--- config.mk ---
export PLATFORM = sky130hd
export DESIGN_NAME = game_flow_controller
export DESIGN_NICKNAME = d
export VERILOG_FILES = /design/src/rtl/game_pkg.sv /design/src/rtl/rising_edge_det.sv /design/src/rtl/game_flow_controller.sv
export SDC_FILE = /design/constraint.sdc
export NUM_CORES = 1
export LEC_CHECK = 0
export CAP_MARGIN = 20
export CORE_ASPECT_RATIO = 0.75
export CORE_MARGIN = 2
export CORE_UTILIZATION = 47
export CTS_CLUSTER_DIAMETER = 60
export DETAILED_ROUTE_END_ITERATION = 10
export PLACE_DENSITY = 0.68
export SYNTH_ARGS = -nofsm -noshare
export SYNTH_HDL_FRONTEND = slang
export SYNTH_SLANG_ARGS = --single-unit
--- constraint.sdc ---
create_clock -name clk -period 5.5 [get_ports clk]
set_input_delay 1.1 -clock clk [delete_from_list [all_inputs] [get_ports clk]]
set_output_delay 1.1 -clock clk [all_outputs]
set_load 0.01 [all_outputs]
--- src/rtl/game_pkg.sv ---
// game_pkg: game flow state encoding shared with the HUD/VGA muxes, plus a counter sizing helper.
package game_pkg;
  typedef enum logic [2:0] {START, PLAY, PAUSE, RESPAWN, LEVEL_GAP, GAME_OVER, WIN} game_state_t;
  function automatic int cnt_width(input int a, input int b);
    int m;
    m = (a > b) ? a : b;
    return (m > 1) ? $clog2(m) : 1;
  endfunction
endpackage

--- src/rtl/rising_edge_det.sv ---
// rising_edge_det: one-cycle pulse on a 0->1 transition of a key level.
module rising_edge_det (
  input  logic clk,
  input  logic reset,
  input  logic in,
  output logic pulse
);
  logic prev;
  always_ff @(posedge clk)
    prev <= reset ? 1'b0 : in;
  assign pulse = in & ~prev;
endmodule

--- src/rtl/game_flow_controller.sv ---
// game_flow_controller: top-level game state machine driving display selects and HUD counters.
module game_flow_controller import game_pkg::*; #(
  parameter int NUM_LEVELS = 3,
  parameter int NUM_LIVES = 3,
  parameter int RESPAWN_CYCLES = 50000000,
  parameter int LEVEL_GAP_CYCLES = 100000000
) (
  input  logic clk,
  input  logic reset,
  input  logic startGame,
  input  logic pauseToggle,
  input  logic timeout,
  input  logic monster_pacmanCollision,
  input  logic levelCleared,
  output logic startDisplay,
  output logic playGame,
  output logic pauseDisplay,
  output logic respawnDisplay,
  output logic levelGapDisplay,
  output logic endDisplay,
  output logic winDisplay,
  output logic respawnPulse,
  output logic levelStartPulse,
  output logic [$clog2(NUM_LEVELS+1)-1:0] level,
  output logic [$clog2(NUM_LIVES+1)-1:0] lives
);
  localparam int LW = $clog2(NUM_LEVELS+1);
  localparam int VW = $clog2(NUM_LIVES+1);
  localparam int CW = cnt_width(RESPAWN_CYCLES, LEVEL_GAP_CYCLES);
  game_state_t state, state_n;
  logic [LW-1:0] level_n;
  logic [VW-1:0] lives_n;
  logic [CW-1:0] cnt, cnt_n;
  logic rp_n, lp_n, start_edge, pause_edge;
  rising_edge_det u_start (.clk(clk), .reset(reset), .in(startGame), .pulse(start_edge));
  rising_edge_det u_pause (.clk(clk), .reset(reset), .in(pauseToggle), .pulse(pause_edge));
  always_ff @(posedge clk)
    if (reset) begin
      state <= START;
      level <= '0;
      lives <= VW'(NUM_LIVES);
      cnt <= '0;
      respawnPulse <= 1'b0;
      levelStartPulse <= 1'b0;
    end else begin
      state <= state_n;
      level <= level_n;
      lives <= lives_n;
      cnt <= cnt_n;
      respawnPulse <= rp_n;
      levelStartPulse <= lp_n;
    end
  // The delay counter defaults to zero so it is cleared on every state entry.
  always_comb begin
    state_n = state;
    level_n = level;
    lives_n = lives;
    cnt_n = '0;
    rp_n = 1'b0;
    lp_n = 1'b0;
    case (state)
      START:
        if (start_edge) begin
          state_n = PLAY;
          level_n = '0;
          lives_n = VW'(NUM_LIVES);
          lp_n = 1'b1;
        end
      PLAY:
        if (levelCleared)
          state_n = (level == LW'(NUM_LEVELS-1)) ? WIN : LEVEL_GAP;
        else if (timeout)
          state_n = GAME_OVER;
        else if (monster_pacmanCollision) begin
          lives_n = lives - VW'(1);
          state_n = (lives == VW'(1)) ? GAME_OVER : RESPAWN;
          rp_n = (lives != VW'(1));
        end else if (pause_edge)
          state_n = PAUSE;
      PAUSE:
        state_n = pause_edge ? PLAY : PAUSE;
      RESPAWN:
        if (cnt == CW'(RESPAWN_CYCLES-1))
          state_n = PLAY;
        else
          cnt_n = cnt + CW'(1);
      LEVEL_GAP:
        if (cnt == CW'(LEVEL_GAP_CYCLES-1)) begin
          state_n = PLAY;
          level_n = level + LW'(1);
          lp_n = 1'b1;
        end else
          cnt_n = cnt + CW'(1);
      GAME_OVER, WIN:
        state_n = start_edge ? START : state;
      default:
        state_n = START;
    endcase
  end
  assign startDisplay = (state == START);
  assign playGame = (state == PLAY);
  assign pauseDisplay = (state == PAUSE);
  assign respawnDisplay = (state == RESPAWN);
  assign levelGapDisplay = (state == LEVEL_GAP);
  assign endDisplay = (state == GAME_OVER);
  assign winDisplay = (state == WIN);
endmodule
# == Word-level counts from Yosys, hierarchy flattened ==
# Cells that the tools add are included.
# word_totals
out_inout_bits,13
ram_bits,0
in_bits,7
latchBits,0
romBits,0
reg_bits,38
n_memories,0
wordCells,70
# op_classes
n_div,0
reduce_logical,8
order_cmp,0
mul,0
eq_ne,19
mux,26
n_shift,0
addsub,3
n_bitwise,6
# op_table
cell,n
2-to-1 mux 27 bit,2
one-hot mux 27 bit (2 select lines),1
"adder 27 x 1 -> 27 bit, second input constant",1
"equality test 27 x 26 -> 1 bit, second input constant",1
"equality test 27 bit, second input constant",1
2-to-1 mux 3 bit,9
one-hot mux 3 bit (6 select lines),1
2-to-1 mux 2 bit,8
AND reduction 5 bit,2
"equality test 3 bit, second input constant",3
"inequality test 2 x 1 -> 1 bit, second input constant",4
"inequality test 2 bit, second input constant",4
one-hot mux 2 bit (2 select lines),2
"equality test 3 x 2 -> 1 bit, second input constant",2
"inequality test 5 x 4 -> 1 bit, second input constant",1
OR reduction 5 bit,1
inverter 1 bit,4
nonzero test 2 bit,2
"equality test 3 x 1 -> 1 bit, second input constant",1
logical NOT 3 bit,1
AND reduction 3 bit,1
"adder 2 x 1 -> 2 bit, second input constant",1
bitwise AND 1 bit,2
"equality test 2 x 1 -> 1 bit, second input constant",1
5 further kinds,6

# == Logic depth before layout (Yosys ltp) ==
# logic_depth
ltp_word,7
depth_mapped,8
ltp_nobuf,6

# == Modules after synthesis ==
# Synthesis repeated with hierarchy kept, for this count alone.
# unflattened
cells_unflattened,225
area_unflattened_um2,1905.6
# by_module_without_submodules
module,seq_area_each_um2,cells_per_inst,n_inst,area_per_inst_um2
game_flow_controller,720.7,219,1,1810.5
rising_edge_det,20.0,3,2,47.5

# == Worst setup path before layout ==
# OpenSTA, ideal clock, no wires.
# synth_timing
kind,input -> register
start,in levelCleared
end,reg state[1]
slack_ns,3.362
setup_ns,0.121
arrival_ns,2.017
n_path_buf,0
path_stages,5
t_required_ns,5.379
path_cell_list,nor2_1 -> nand2_1 -> o32ai_1 -> nor3_2 -> mux2_2
# synth_via
elab_chain_len,2
word_cells_on_any_way,4
classes_between,eq/ne: 1; mux: 2; reduce/logical: 1
# synth_lines
item,line_no,text
"start, declared",game_flow_controller.sv:14,"input logic levelCleared,"
inequality test 5 x 4 -> 1 bit (no line) or 2-to-1 mux 3 bit (tied branches),--,
AND reduction 5 bit (no line) or one-hot mux 3 bit (6 select lines) (tied branches),--,
"end signal, assigned",game_flow_controller.sv:46,state <= state_n;
"end, declared",game_flow_controller.sv:30,"game_state_t state, state_n;"
# Several ways; a longest one is shown, not always the timed one.
# A chain may end at the register's enable or synchronous reset.

# == Worst setup path in the final report ==
# layout_timing
start,reg state[0]
end,out playGame
# layout_via
elab_chain_len,1
# layout_lines
item,line_no,text
equality test 3 x 1 -> 1 bit,game_flow_controller.sv:101,assign playGame = (state == PLAY);
"end, declared",game_flow_controller.sv:16,"output logic playGame,"
# Every way passes these cells.

==> impl_metrics.json <==
{
  "crit_cells": 2,
  "crit_chain": "nor3b_2, clkdlybuf4s50_1",
  "clock-sinks": 38,
  "synth_seq_cells": 38,
  "cts_tree": "done",
  "timing.final.crit_period_ps": 2992,
  "fin_tns_setup_ps": 0,
  "crit_start": "state[0]",
  "ctsLongestPathBuffers": 2,
  "die_h_um": 59.27,
  "die_width_um": 77.70,
  "place_inst": 291,
  "crit_family": "buffers and inverters",
  "clockRootBuffer": "clkbuf_8",
  "place_area_um2": 2136,
  "cts_resized": 0,
  "dr.pass1.iters": 4,
  "crit_required_ps": 4400,
  "hpwl_um": 2853,
  "hold_path.class": "flop to flop",
  "worst_pin_slew_ps": 1068,
  "holdPathStages": 1,
  "grt_start_max_net_pins": 28,
  "portBuffers": 19,
  "wl_per_cell_um": 12.85,
  "hp-start": "cnt[0]",
  "hold_viol": 0,
  "critPathKind": "flop to output pin",
  "antenna_left": 0,
  "crit_arrival_ps": 1890,
  "postLayoutSetupSlackWorst_ps": 2508,
  "max_freq_mhz": 334.2,
  "synth_cell_types": 44,
  "area_growth_pct": 16.34,
  "max_slew_margin_pct": 28.11,
  "cts_buffers": 5,
  "rr_startpoint": "cnt[0]",
  "reg2regPathDepth": 6,
  "slew_viol_final": 0,
  "ir_worst_vdd_mv": 0.1553,
  "num_vias": 1544,
  "drc": 0,
  "grt_util_all_layers_pct": 17.92,
  "netlist_area_um2": 1914,
  "cpPeakStageDelay_ps": 620,
  "p_leak_nw": 0.7638,
  "grt_pass1_vias": 1356,
  "initial_utilization_pct": 48.11,
  "cts_setup_buffers": 0,
  "stdcell_count": 299,
  "finalCritPeriodShare_pct": 54.41,
  "num_rows": 20,
  "endpoint_kind": "output pin",
  "fill_cells": 363,
  "crit_path_start_kind": "flop",
  "worst-path-max-fanout": 11,
  "core-area_um2": 3979,
  "pre_cts_ws_ps": 2713,
  "antenna_found_initial": 0,
  "syn_nets": 233,
  "yosysSeqAreaShare_pct": 39.74,
  "yosysWarnings": 0,
  "wirelength_um": 3841,
  "finalSetupViolCount": 0,
  "maxCapViolations": 0,
  "io-pin-count": 20,
  "clkLatencyLatePin_ps": 280,
  "cpMaxStageDelayCell": "clkdlybuf4s50_1",
  "crit_buf_inv": 1,
  "multiInputGateArea_um2": 1094,
  "final_nets": 253,
  "path_clk_slew_ps": 70,
  "cts_max_level": 2,
  "grt-ovfl-total": 0,
  "vias_per_cell": 5.164,
  "seq_area_um2": 760.7,
  "die_area_um2": 4605,
  "grt_pass1_wl_um": 6396,
  "postSynthAreaPerCell_um2": 8.584,
  "design_area_um2": 2227,
  "post-route-util_pct": 55.97,
  "drt_iter0_drc": 52,
  "outcome": "completed",
  "rsz0062_at_grt": "false",
  "clock_skew_ps": 4.324,
  "postSynthCellCount": 223,
  "gp_congestion": 0.8349,
  "ctsHoldBuffers": 0,
  "diodes": 0,
  "drive_gt1_share_pct": 6.148,
  "powerDensity_nw_per_um2": 285.6
}
[registers in the layout, indices dropped and copies added (netlist names)]
register,flops
lives,2
level,2
u_pause.prev,1
levelStartPulse,1
cnt,27
u_start.prev,1
respawnPulse,1
state,3
[layer usage]
metal / vias up / track usage [%] / wire length (um)
li1: 810 / - / -
met1: 711 / 28.11 / 2206
met2: 18 / 23.52 / 1456
met3: 5 / 4.116 / 139
met4: 0 / 6.122 / 39
met5: - / 0 / 0
[Yosys cell counts, drive strengths merged]
cell type / instances / area [um2]
a211oi: 1 / 7.510
a21oi: 5 / 28.78
a22oi: 1 / 7.510
a41o: 1 / 10.01
and2: 4 / 25.02
and3: 5 / 32.53
and3b: 1 / 8.760
and4: 3 / 26.28
buf: 2 / 22.52
clkbuf: 4 / 15.01
dfxtp: 38 / 760.7
ha: 3 / 37.54
inv: 6 / 22.52
mux2: 1 / 11.26
mux2i: 3 / 30.03
nand2: 15 / 56.30
nand2b: 7 / 51.30
nand3: 15 / 75.07
nand4: 10 / 62.56
nand4b: 1 / 8.760
nor2: 38 / 142.6
nor2b: 6 / 37.54
nor3: 5 / 30.03
nor3b: 2 / 20.02
nor4: 3 / 18.77
nor4b: 1 / 8.760
nor4bb: 1 / 10.01
o211a: 1 / 10.01
o21a: 2 / 15.01
o21ai: 5 / 36.29
o31ai: 1 / 7.510
o32ai: 1 / 8.760
or3: 2 / 12.51
or4: 2 / 18.77
or4b: 1 / 10.01
xnor2: 9 / 78.83
xor2: 17 / 148.9
[final cells by class]
class                           instances  area share (%)
Multi-Input combinational cell        173           49.10
Sequential cell                        38           34.16
Timing Repair Buffer                   19           8.539
Clock buffer                            7           3.876
Tap cell                               55           3.090
Inverter                                6           1.011
Clock inverter                          1          0.2247
[through the flow]
| step | hold slack [ps] | power [mW] |
|---|---|---|
| 2_1_floorplan | 429.7 | 0.4036 |
| 3_3_place_gp | 441.2 | 0.4495 |
| 3_5_place_dp | 458.2 | 0.4507 |
| 4_1_cts | 474.8 | 0.6420 |
| 5_1_grt | 492.1 | 0.6702 |
| 6_report | 474.9 | 0.6360 |
[logic make-up (layout without fill, tap and decap cells)]
| logic type | after synthesis | after routing | share of synthesized area (%) |
|---|---|---|---|
| DFF | 38 | 38 | 39.74 |
| adders and majority gates | 3 | 3 | 1.961 |
| xor gates and xnor gates | 26 | 26 | 11.90 |
| muxes | 4 | 4 | 2.157 |
| and+or+nand+nor | 122 | 122 | 34.25 |
| AOI/OAI and AO/OA | 18 | 18 | 6.863 |
| buffers and inverters | 12 | 33 | 3.137 |
[power breakdown]
group	internal, mW	total (mW)	switching, mW	leakage [nW]
registers	0.287	0.306	0.0196	0.307
clock network	0.101	0.191	0.0900	0.0482
logic	0.0686	0.139	0.0700	0.408
[worst paths after layout]
check / to / slack (ps)
min reg2reg: cnt[0] / 470
min: cnt[0] / 470
max reg2reg: cnt[23] / 3030
max: playGame / 2510
[placed cells by master (no fill, tap or decap), types with 2 or more instances in the layout]
| master | count |
|---|---|
| a21oi_1 | 4 |
| and2_1 | 4 |
| and3_1 | 4 |
| and4_1 | 3 |
| clkbuf_8 | 6 |
| clkdlybuf4s50_1 | 19 |
| dfxtp_1 | 38 |
| ha_1 | 3 |
| inv_1 | 6 |
| mux2i_1 | 3 |
| nand2_1 | 15 |
| nand2b_1 | 6 |
| nand3_1 | 15 |
| nand4_1 | 10 |
| nor2_1 | 38 |
| nor2b_1 | 6 |
| nor3_1 | 4 |
| nor4_1 | 3 |
| o21a_1 | 2 |
| o21ai_0 | 4 |
| or3_1 | 2 |
| xnor2_1 | 9 |
| xor2_1 | 17 |
Note: power is estimated with default switching activity, not from simulation.
